===== src/rtl/vga_timing_gen.sv =====
// vga_timing_gen: parametrised VGA raster timing generator.
// Produces hsync, vsync, display enable and line/frame strobes from a single
// pixel clock, together with scaled VRAM x/y read addresses. The sync/enable
// group is delayed by RD_LAT cycles so it lines up with the VRAM read data
// that the addresses produce.
//
// Pipeline:
//   p0 : raster counters and per-axis phase FSMs
//   p1 : registered addresses, addr_valid and undelayed timing
//   p2 : timing delayed by RD_LAT cycles (wire-through when RD_LAT == 0)
module vga_timing_gen #(
  parameter int   H_SYNC   = 192,
  parameter int   H_BP     = 96,
  parameter int   H_ACTIVE = 1280,
  parameter int   H_FP     = 32,
  parameter int   V_SYNC   = 2,
  parameter int   V_BP     = 29,
  parameter int   V_ACTIVE = 480,
  parameter int   V_FP     = 10,
  parameter int   SCALE_X  = 10,
  parameter int   SCALE_Y  = 5,
  parameter logic SYNC_POL = 1'b0,
  parameter int   RD_LAT   = 1,
  parameter int   XW       = 7,
  parameter int   YW       = 7
) (
  input  logic          clk,
  input  logic          reset,
  output logic [XW-1:0] x_addr,
  output logic [YW-1:0] y_addr,
  output logic          addr_valid,
  output logic          VGA_HSYNC,
  output logic          VGA_VSYNC,
  output logic          de,
  output logic          line_start,
  output logic          frame_start
);

  localparam int H_TOTAL = H_SYNC + H_BP + H_ACTIVE + H_FP;
  localparam int V_TOTAL = V_SYNC + V_BP + V_ACTIVE + V_FP;
  localparam int HW      = $clog2(H_TOTAL);
  localparam int VW      = $clog2(V_TOTAL);

  // Sub-step counters need at least one bit even when the scale is 1.
  localparam int SXW = (SCALE_X > 1) ? $clog2(SCALE_X) : 1;
  localparam int SYW = (SCALE_Y > 1) ? $clog2(SCALE_Y) : 1;

  // Last count of each horizontal phase.
  localparam logic [HW-1:0] H_SYNC_LAST = HW'(H_SYNC - 1);
  localparam logic [HW-1:0] H_BP_LAST   = HW'(H_SYNC + H_BP - 1);
  localparam logic [HW-1:0] H_ACT_FIRST = HW'(H_SYNC + H_BP);
  localparam logic [HW-1:0] H_ACT_LAST  = HW'(H_SYNC + H_BP + H_ACTIVE - 1);
  localparam logic [HW-1:0] H_LAST      = HW'(H_TOTAL - 1);

  // Last line of each vertical phase.
  localparam logic [VW-1:0] V_SYNC_LAST = VW'(V_SYNC - 1);
  localparam logic [VW-1:0] V_BP_LAST   = VW'(V_SYNC + V_BP - 1);
  localparam logic [VW-1:0] V_ACT_FIRST = VW'(V_SYNC + V_BP);
  localparam logic [VW-1:0] V_ACT_LAST  = VW'(V_SYNC + V_BP + V_ACTIVE - 1);
  localparam logic [VW-1:0] V_LAST      = VW'(V_TOTAL - 1);

  localparam logic [SXW-1:0] SX_LAST = SXW'(SCALE_X - 1);
  localparam logic [SYW-1:0] SY_LAST = SYW'(SCALE_Y - 1);

  // Phase encoding shared by both axes.
  localparam logic [1:0] ST_SYNC = 2'd0;
  localparam logic [1:0] ST_BP   = 2'd1;
  localparam logic [1:0] ST_ACT  = 2'd2;
  localparam logic [1:0] ST_FP   = 2'd3;

  // Timing bundle order: {hsync, vsync, de, line_start, frame_start}.
  localparam logic [4:0] TIM_RST = {SYNC_POL, SYNC_POL, 3'b000};

  // ---------------------------------------------------------------- p0
  logic [HW-1:0] hcnt_p0;
  logic [VW-1:0] vcnt_p0;
  logic [1:0]    hst_p0;
  logic [1:0]    vst_p0;
  logic [1:0]    hst_nxt;
  logic [1:0]    vst_nxt;
  logic          h_wrap;

  assign h_wrap = (hcnt_p0 == H_LAST);

  // Horizontal counter: free-running 0..H_TOTAL-1.
  always_ff @(posedge clk or negedge reset) begin
    if (!reset) begin
      hcnt_p0 <= '0;
    end else if (h_wrap) begin
      hcnt_p0 <= '0;
    end else begin
      hcnt_p0 <= hcnt_p0 + 1'b1;
    end
  end

  // Vertical counter: advances once per line, wraps after V_TOTAL lines.
  always_ff @(posedge clk or negedge reset) begin
    if (!reset) begin
      vcnt_p0 <= '0;
    end else if (h_wrap) begin
      if (vcnt_p0 == V_LAST) begin
        vcnt_p0 <= '0;
      end else begin
        vcnt_p0 <= vcnt_p0 + 1'b1;
      end
    end
  end

  // Horizontal phase transitions happen on the last count of each phase.
  always_comb begin
    hst_nxt = hst_p0;
    case (hst_p0)
      ST_SYNC: if (hcnt_p0 == H_SYNC_LAST) hst_nxt = ST_BP;
      ST_BP:   if (hcnt_p0 == H_BP_LAST)   hst_nxt = ST_ACT;
      ST_ACT:  if (hcnt_p0 == H_ACT_LAST)  hst_nxt = ST_FP;
      default: if (h_wrap)                 hst_nxt = ST_SYNC;
    endcase
  end

  // Vertical phase transitions only at the end of a line.
  always_comb begin
    vst_nxt = vst_p0;
    if (h_wrap) begin
      case (vst_p0)
        ST_SYNC: if (vcnt_p0 == V_SYNC_LAST) vst_nxt = ST_BP;
        ST_BP:   if (vcnt_p0 == V_BP_LAST)   vst_nxt = ST_ACT;
        ST_ACT:  if (vcnt_p0 == V_ACT_LAST)  vst_nxt = ST_FP;
        default: if (vcnt_p0 == V_LAST)      vst_nxt = ST_SYNC;
      endcase
    end
  end

  // Phase state registers for both axes.
  always_ff @(posedge clk or negedge reset) begin
    if (!reset) begin
      hst_p0 <= ST_SYNC;
      vst_p0 <= ST_SYNC;
    end else begin
      hst_p0 <= hst_nxt;
      vst_p0 <= vst_nxt;
    end
  end

  // ---------------------------------------------------------------- p1
  logic          h_act;
  logic          v_act;
  logic [XW-1:0] x_addr_p1;
  logic [YW-1:0] y_addr_p1;
  logic [SXW-1:0] xsub_p1;
  logic [SYW-1:0] ysub_p1;
  logic          vld_p1;
  logic          hsync_p1;
  logic          vsync_p1;
  logic          ls_p1;
  logic          fs_p1;
  logic [4:0]    tim_p1;

  assign h_act = (hst_p0 == ST_ACT);
  assign v_act = (vst_p0 == ST_ACT);

  // Undelayed timing: syncs from the phase FSMs, strobes from the counters.
  always_ff @(posedge clk or negedge reset) begin
    if (!reset) begin
      hsync_p1 <= SYNC_POL;
      vsync_p1 <= SYNC_POL;
      vld_p1   <= 1'b0;
      ls_p1    <= 1'b0;
      fs_p1    <= 1'b0;
    end else begin
      hsync_p1 <= (hst_p0 == ST_SYNC) ? SYNC_POL : ~SYNC_POL;
      vsync_p1 <= (vst_p0 == ST_SYNC) ? SYNC_POL : ~SYNC_POL;
      vld_p1   <= h_act && v_act;
      ls_p1    <= (hcnt_p0 == '0);
      fs_p1    <= (hcnt_p0 == '0) && (vcnt_p0 == '0);
    end
  end

  // Column address: restarts on the first active cycle, steps every SCALE_X
  // active cycles and holds its last value through horizontal blanking.
  always_ff @(posedge clk or negedge reset) begin
    if (!reset) begin
      x_addr_p1 <= '0;
      xsub_p1   <= '0;
    end else if (h_act) begin
      if (hcnt_p0 == H_ACT_FIRST) begin
        x_addr_p1 <= '0;
        xsub_p1   <= '0;
      end else if (xsub_p1 == SX_LAST) begin
        x_addr_p1 <= x_addr_p1 + 1'b1;
        xsub_p1   <= '0;
      end else begin
        xsub_p1   <= xsub_p1 + 1'b1;
      end
    end
  end

  // Row address: evaluated once per line at hcnt == 0; restarts on the first
  // active line, steps every SCALE_Y active lines, holds through blanking.
  always_ff @(posedge clk or negedge reset) begin
    if (!reset) begin
      y_addr_p1 <= '0;
      ysub_p1   <= '0;
    end else if (v_act && (hcnt_p0 == '0)) begin
      if (vcnt_p0 == V_ACT_FIRST) begin
        y_addr_p1 <= '0;
        ysub_p1   <= '0;
      end else if (ysub_p1 == SY_LAST) begin
        y_addr_p1 <= y_addr_p1 + 1'b1;
        ysub_p1   <= '0;
      end else begin
        ysub_p1   <= ysub_p1 + 1'b1;
      end
    end
  end

  assign tim_p1 = {hsync_p1, vsync_p1, vld_p1, ls_p1, fs_p1};

  // ---------------------------------------------------------------- p2
  logic [4:0] tim_p2;

  generate
    if (RD_LAT == 0) begin : g_nodly
      assign tim_p2 = tim_p1;
    end else begin : g_dly
      logic [4:0] dly_p2 [RD_LAT];

      // Shift register matching the VRAM read latency.
      always_ff @(posedge clk or negedge reset) begin
        if (!reset) begin
          for (int i = 0; i < RD_LAT; i++) begin
            dly_p2[i] <= TIM_RST;
          end
        end else begin
          dly_p2[0] <= tim_p1;
          for (int i = 1; i < RD_LAT; i++) begin
            dly_p2[i] <= dly_p2[i-1];
          end
        end
      end

      assign tim_p2 = dly_p2[RD_LAT-1];
    end
  endgenerate

  assign x_addr     = x_addr_p1;
  assign y_addr     = y_addr_p1;
  assign addr_valid = vld_p1;
  assign {VGA_HSYNC, VGA_VSYNC, de, line_start, frame_start} = tim_p2;

endmodule


===== config.mk =====
export PLATFORM = sky130hd
export DESIGN_NAME = vga_timing_gen
export DESIGN_NICKNAME = d
export VERILOG_FILES = /design/src/rtl/vga_timing_gen.sv
export SDC_FILE = /design/constraint.sdc
export NUM_CORES = 1
export LEC_CHECK = 0
export BUFFER_PORTS_ARGS = -buffer_cell sky130_fd_sc_hd__buf_2
export CAP_MARGIN = 30
export CORE_UTILIZATION = 35
export DETAILED_ROUTE_END_ITERATION = 10
export SETUP_SLACK_MARGIN = 0.02
export SYNTH_ARGS = -nofsm -noshare
export SYNTH_HDL_FRONTEND = slang
export SYNTH_SLANG_ARGS = --single-unit

===== constraint.sdc =====
create_clock -name clk -period 2.9 [get_ports clk]
set_clock_uncertainty 0.15 [all_clocks]
set_input_delay 0.87 -clock clk [delete_from_list [all_inputs] [get_ports clk]]
set_output_delay 0.87 -clock clk [all_outputs]
set_load 0.005 [all_outputs]

* Word-level counts from Yosys, hierarchy flattened
Cells that the tools add are included.
** Word-level totals
- Bits in registers :: 56
- Input bits :: 2
- Output and inout port bits :: 20
- Logic and storage cells :: 79
** Cells by class
- Add/sub/neg operators :: 6
- Eq/ne operators :: 22
- Multiplexer cells :: 22
- Reductions and logical operators :: 15
** Operators by type and width (number)
- two-way mux 7 bit :: 4
- equality test 11 bit, second input constant :: 2
- equality test 11 x 9 -> 1 bit, second input constant :: 2
- equality test 10 x 5 -> 1 bit, second input constant :: 2
- two-way mux 2 bit :: 8
- adder 7 x 1 -> 7 bit, second input constant :: 2
- case mux 2 bit (3 select lines) :: 2
- adder 11 x 1 -> 11 bit, second input constant :: 1
- equality test 11 x 8 -> 1 bit, second input constant :: 1
- logical NOT 11 bit :: 1
- two-way mux 11 bit :: 1
- adder 10 x 1 -> 10 bit, second input constant :: 1
- equality test 10 x 1 -> 1 bit, second input constant :: 1
- equality test 10 bit, second input constant :: 1
- equality test 10 x 9 -> 1 bit, second input constant :: 1
- logical NOT 10 bit :: 1
- two-way mux 10 bit :: 1
- two-way mux 4 bit :: 2
- inequality test 2 bit, second input constant :: 4
- nonzero test 4 bit :: 2
- two-way mux 3 bit :: 2
- AND reduction 5 bit :: 1
- adder 4 x 1 -> 4 bit, second input constant :: 1
- equality test 2 x 1 -> 1 bit, second input constant :: 2
- other kinds (11) :: 19

* Longest topological paths before layout
- Word-level depth :: 3
- Mapped depth :: 7
- Depth with buffers taken out :: 7

* Least setup slack after synthesis
OpenSTA, ideal clock, no wires.
- Path type :: register to register
- Start :: register vcnt_p0[6]
- End :: register vst_p0[1]
- Library setup time :: 0.128 ns
- Arrival time :: 1.863 ns
- Data required time :: 2.622 ns
- Path slack :: 0.759 ns
- Stages on the path, launching flop included :: 6
- Path buffers :: 0
- Period minus slack after synthesis :: 2.141 ns
- Cell sequence :: dfrtp_1 -> or3_4 -> nor4_4 -> nor4_2 -> nor4_4 -> mux2_1
** Between the ends
- Longest elaborated chain between the ends :: 3
- Elaborated cells between the ends (all ways) :: 9
- Classes of those cells :: 7 x eq/ne; 2 x reduce/logical
** RTL lines
- start, declared :: line 76 : logic [VW-1:0] vcnt_p0;
- start signal, assigned :: line 104 : vcnt_p0 <= vcnt_p0 + 1'b1;
- equality test 10 x 5 -> 1 bit, or another cell as far along :: line 126 : ST_BP: if (vcnt_p0 == V_BP_LAST) vst_nxt = ST_ACT;
- inequality test 2 bit (no line), or another cell as far along
- AND reduction 5 bit (no line) (*)
- end signal, assigned :: line 140 : vst_p0 <= vst_nxt;
- end, declared :: line 78 : logic [1:0] vst_p0;
Every way passes the cells marked *; elsewhere a longest branch is shown, timed or not.
A chain may end at the register's enable or synchronous reset.

* Worst setup path after layout
- Start :: register hcnt_p0[0]
- End :: register hst_p0[1]
** Between the ends
- Longest elaborated chain between the ends :: 3
- Elaborated cells between the ends (all ways) :: 9
- Classes of those cells :: 7 x eq/ne; 2 x reduce/logical
** RTL lines
- start, declared :: line 75 : logic [HW-1:0] hcnt_p0;
- start signal, assigned :: line 92 : hcnt_p0 <= hcnt_p0 + 1'b1;
- equality test 11 x 9 -> 1 bit, or another cell as far along :: line 114 : ST_BP: if (hcnt_p0 == H_BP_LAST) hst_nxt = ST_ACT;
- inequality test 2 bit (no line), or another cell as far along
- AND reduction 4 bit (no line) (*)
- end signal, assigned :: line 139 : hst_p0 <= hst_nxt;
- end, declared :: line 77 : logic [1:0] hst_p0;
Marks and branches as above.

==> out/results.ini <==
[placement]
place_hpwl_um = 3790
postPlaceCellArea_sq_mm = 0.00316
port_buffers = 21
post-place-ws_ns = 0.578
place.gp.congestion = 0.739

[clock_tree]
clk_pin_slew_worst_paths_ns = 0.11
clockBufferDepth = 2
clock_sinks = 56
cts_resized = 0
cts_buffers = 5
cts_tree = yes
cts_setup_buffers = 0
h-tree-depth = 2
ctsHoldBuffers = 0
clk-insertion-delay-late_ns = 0.31
clockRootBuffer = clkbuf_8

[timing]
finalSetupViolCount = 0
slew_violations = 0
fmax_ghz = 0.428
whs_ns = 0.205
finalCritPeriodShare_pct = 80.6
setup_ws_ns = 0.564
tightestPinTransition_ns = 0.579
fin_tns_setup_ns = 0
finalHoldViolations = 0
rsz0062_at_grt = no
min_period_ns = 2.34
max-slew-margin-rel_pct = 61.4

[critical_path]
r2r_end = hst_p0[1]$_DFFE_PN0P_
crit_fanout = 10
worst_r2r_path_depth = 6
crit_path_end_kind = register
arrival_ns = 2.39
required_ns = 2.95
r2r_slack_ns = 0.56
critical_path.startpoint_type = register
worst-setup-path-type = reg2reg
r2r_start = hcnt_p0[0]$_DFF_PN0_

[floorplanning]
start_util_pct = 36.1
die_height_um = 93.9
io_pins = 22
die_width_um = 93.9
num_rows = 33
core_sq_mm = 0.00818
dieArea_sq_mm = 0.00881

[yosys]
synth_top_family_by_area = simple AND/OR/NAND/NOR gates
postSynthAreaPerCell_sq_um = 10.2
netlist_area_sq_mm = 0.00295
ys_ff_latch = 56
ys_seq_area_share_pct = 47.5
synth_edf_count = 0
synth_ff_type = dfrtp_1
synth_compound_area_share_pct = 9.07
synth_nets = 310
syn_inst = 290
yosys.area.top_type = dfrtp_1
post_synth_xor_area_fraction_pct = 5.64
ys_async_sr_fraction_pct = 100
synth_fa_ha_area_share_pct = 7.63
synthDistinctLibCells = 47
yosys-top-cells-area = dfrtp_1 47%, ha_1 7.6%, o21ai_0 3.6%, nand3_1 3.1%, xor2_1 3.0%
muxShareOfSynthArea_pct = 2.46
synth.top_cell.area_share_pct = 47.5
yosysWarnings = 0
synth_simple_gate_area_share_pct = 23.6

[global_route]
grt_pass1_wl_um = 9100
grt_pass1_vias = 1948
grt_max_degree = 23
grt_overflow = 0
grt.total_usage_pct = 13.0
antenna_found_initial = 0

[detailed_routing]
via_per_inst = 4.97
routed_wl_um = 5360
drc = 0
first_iter_violations = 92
wire_per_inst_um = 12.9
ant_nets = 0
drtPass1Iterations = 4
vias = 2072

[pwr]
p_leak_nw = 1.53
p_per_area_mw_per_mm2 = 411
peakVddDrop_v = 0.000219

[layout]
fin_area_sq_mm = 0.00328
syn2layout_area_growth_pct = 11.1
drive_gt1_share_pct = 14.1
layout_common_cells = 56 x dfrtp_1, 22 x nand2_1, 21 x o21ai_0, 21 x buf_2, 20 x nor2_1
nets = 331
insertedDiodeCount = 0
final_common_cell = dfrtp_1
multi_input_area_sq_mm = 0.00143
seq_area_sq_mm = 0.00140
nFillCells = 807

[worst_hold_path]
hold_depth = 0
hp-start = ls_p1$_DFF_PN0_
min_path_type = reg2reg
hold_end = g_dly.dly_p2[1]$_DFF_PN0_

[outcome]
outcome = finished, final reports clean

[run]
maxCapViolCount = 0

-- power breakdown --
group	internal, mW	switching, mW
Combinational	0.00223	0.0152
Sequential	0.780	0
Clock	0.283	0.267
Total	1.07	0.282
-- cell type report --
class / count / area share [%]
well taps: 105 / 4.00
clock inverters: 2 / 1.18
repair buffers: 25 / 4.12
flip-flops and latches: 56 / 42.7
inverters: 17 / 1.95
clock buffers: 6 / 2.52
multi-input cells: 206 / 43.5
-- synth_stat cells (all sizes together), types with 2 or more instances --
cell     n
a31oi    3
nor2    20
buf      5
a21oi    6
nand2b   8
inv     17
nor4     6
nor3     6
o22ai    2
or3      2
nand3   18
or2      2
o21ai   21
ha      18
xnor2    9
mux2     2
nand3b   2
and2     6
xor2    10
mux2i    5
and3     8
nand2   22
o31ai    5
clkbuf   6
dfrtp   56
and4     3
nand4    8
-- flip-flops by register name (all words and copies together), names as in the netlist --
register and cells:
fs_p1 1, addr_valid 1, y_addr 7, vst_p0 2, hsync_p1 1, hst_p0 2, ysub_p1 3, xsub_p1 4
hcnt_p0 11, g_dly.dly_p2 5, vsync_p1 1, vcnt_p0 10, ls_p1 1, x_addr 7
-- per-stage QoR --
step	total power [mW]	std cells	util [%]
final	1.35	417	40.1
after floorplan	0.796	290	-
after global routing	1.40	417	40.1
after CTS	1.36	417	40.1
after global placement	0.814	409	38.6
after detailed placement	0.815	409	38.6
-- kinds of logic after synthesis --
kind of cell | count (synthesis)
AND/OR/NAND/NOR | 120
flip-flops | 56
AO/OA/AOI/OAI | 42
buffers and inverters | 28
XOR/XNOR | 19
adder cells (fa/ha/maj) | 18
multiplexers | 7
-- worst max-delay path, stage by stage (launching register included) --
cell and delay, ns:
dfrtp_1 0.42, ha_1 0.24, and4_1 0.24, and4_1 0.42
o41ai_1 0.12, a221oi_2 0.29, mux2_1 0.35
-- routing by layer --
metal / global-route usage [%] / wire length [um] / up-vias
li1: - / - / 1053
met1: 18.2 / 2770 / 983
met2: 20.4 / 2360 / 31
met3: 1.70 / 165 / 5
met4: 4.62 / 71 / 0
met5: 0 / 0 / -
-- how the worst max path moves through the flow --
stage                                      start                    end  cells past startpoint
final                       hcnt_p0[0]$_DFF_PN0_  hst_p0[1]$_DFFE_PN0P_                      6
after global routing        hcnt_p0[0]$_DFF_PN0_  y_addr[2]$_DFFE_PN0P_                      8
after CTS                   hcnt_p0[0]$_DFF_PN0_  hst_p0[1]$_DFFE_PN0P_                      6
after detailed placement    hcnt_p0[0]$_DFF_PN0_  hst_p0[1]$_DFFE_PN0P_                      6
after global placement      hcnt_p0[0]$_DFF_PN0_  y_addr[4]$_DFFE_PN0P_                      8
after floorplan           vcnt_p0[6]$_DFFE_PN0N_  vst_p0[1]$_DFFE_PN0P_                      5
Note: power is estimated with default switching activity, not from simulation.
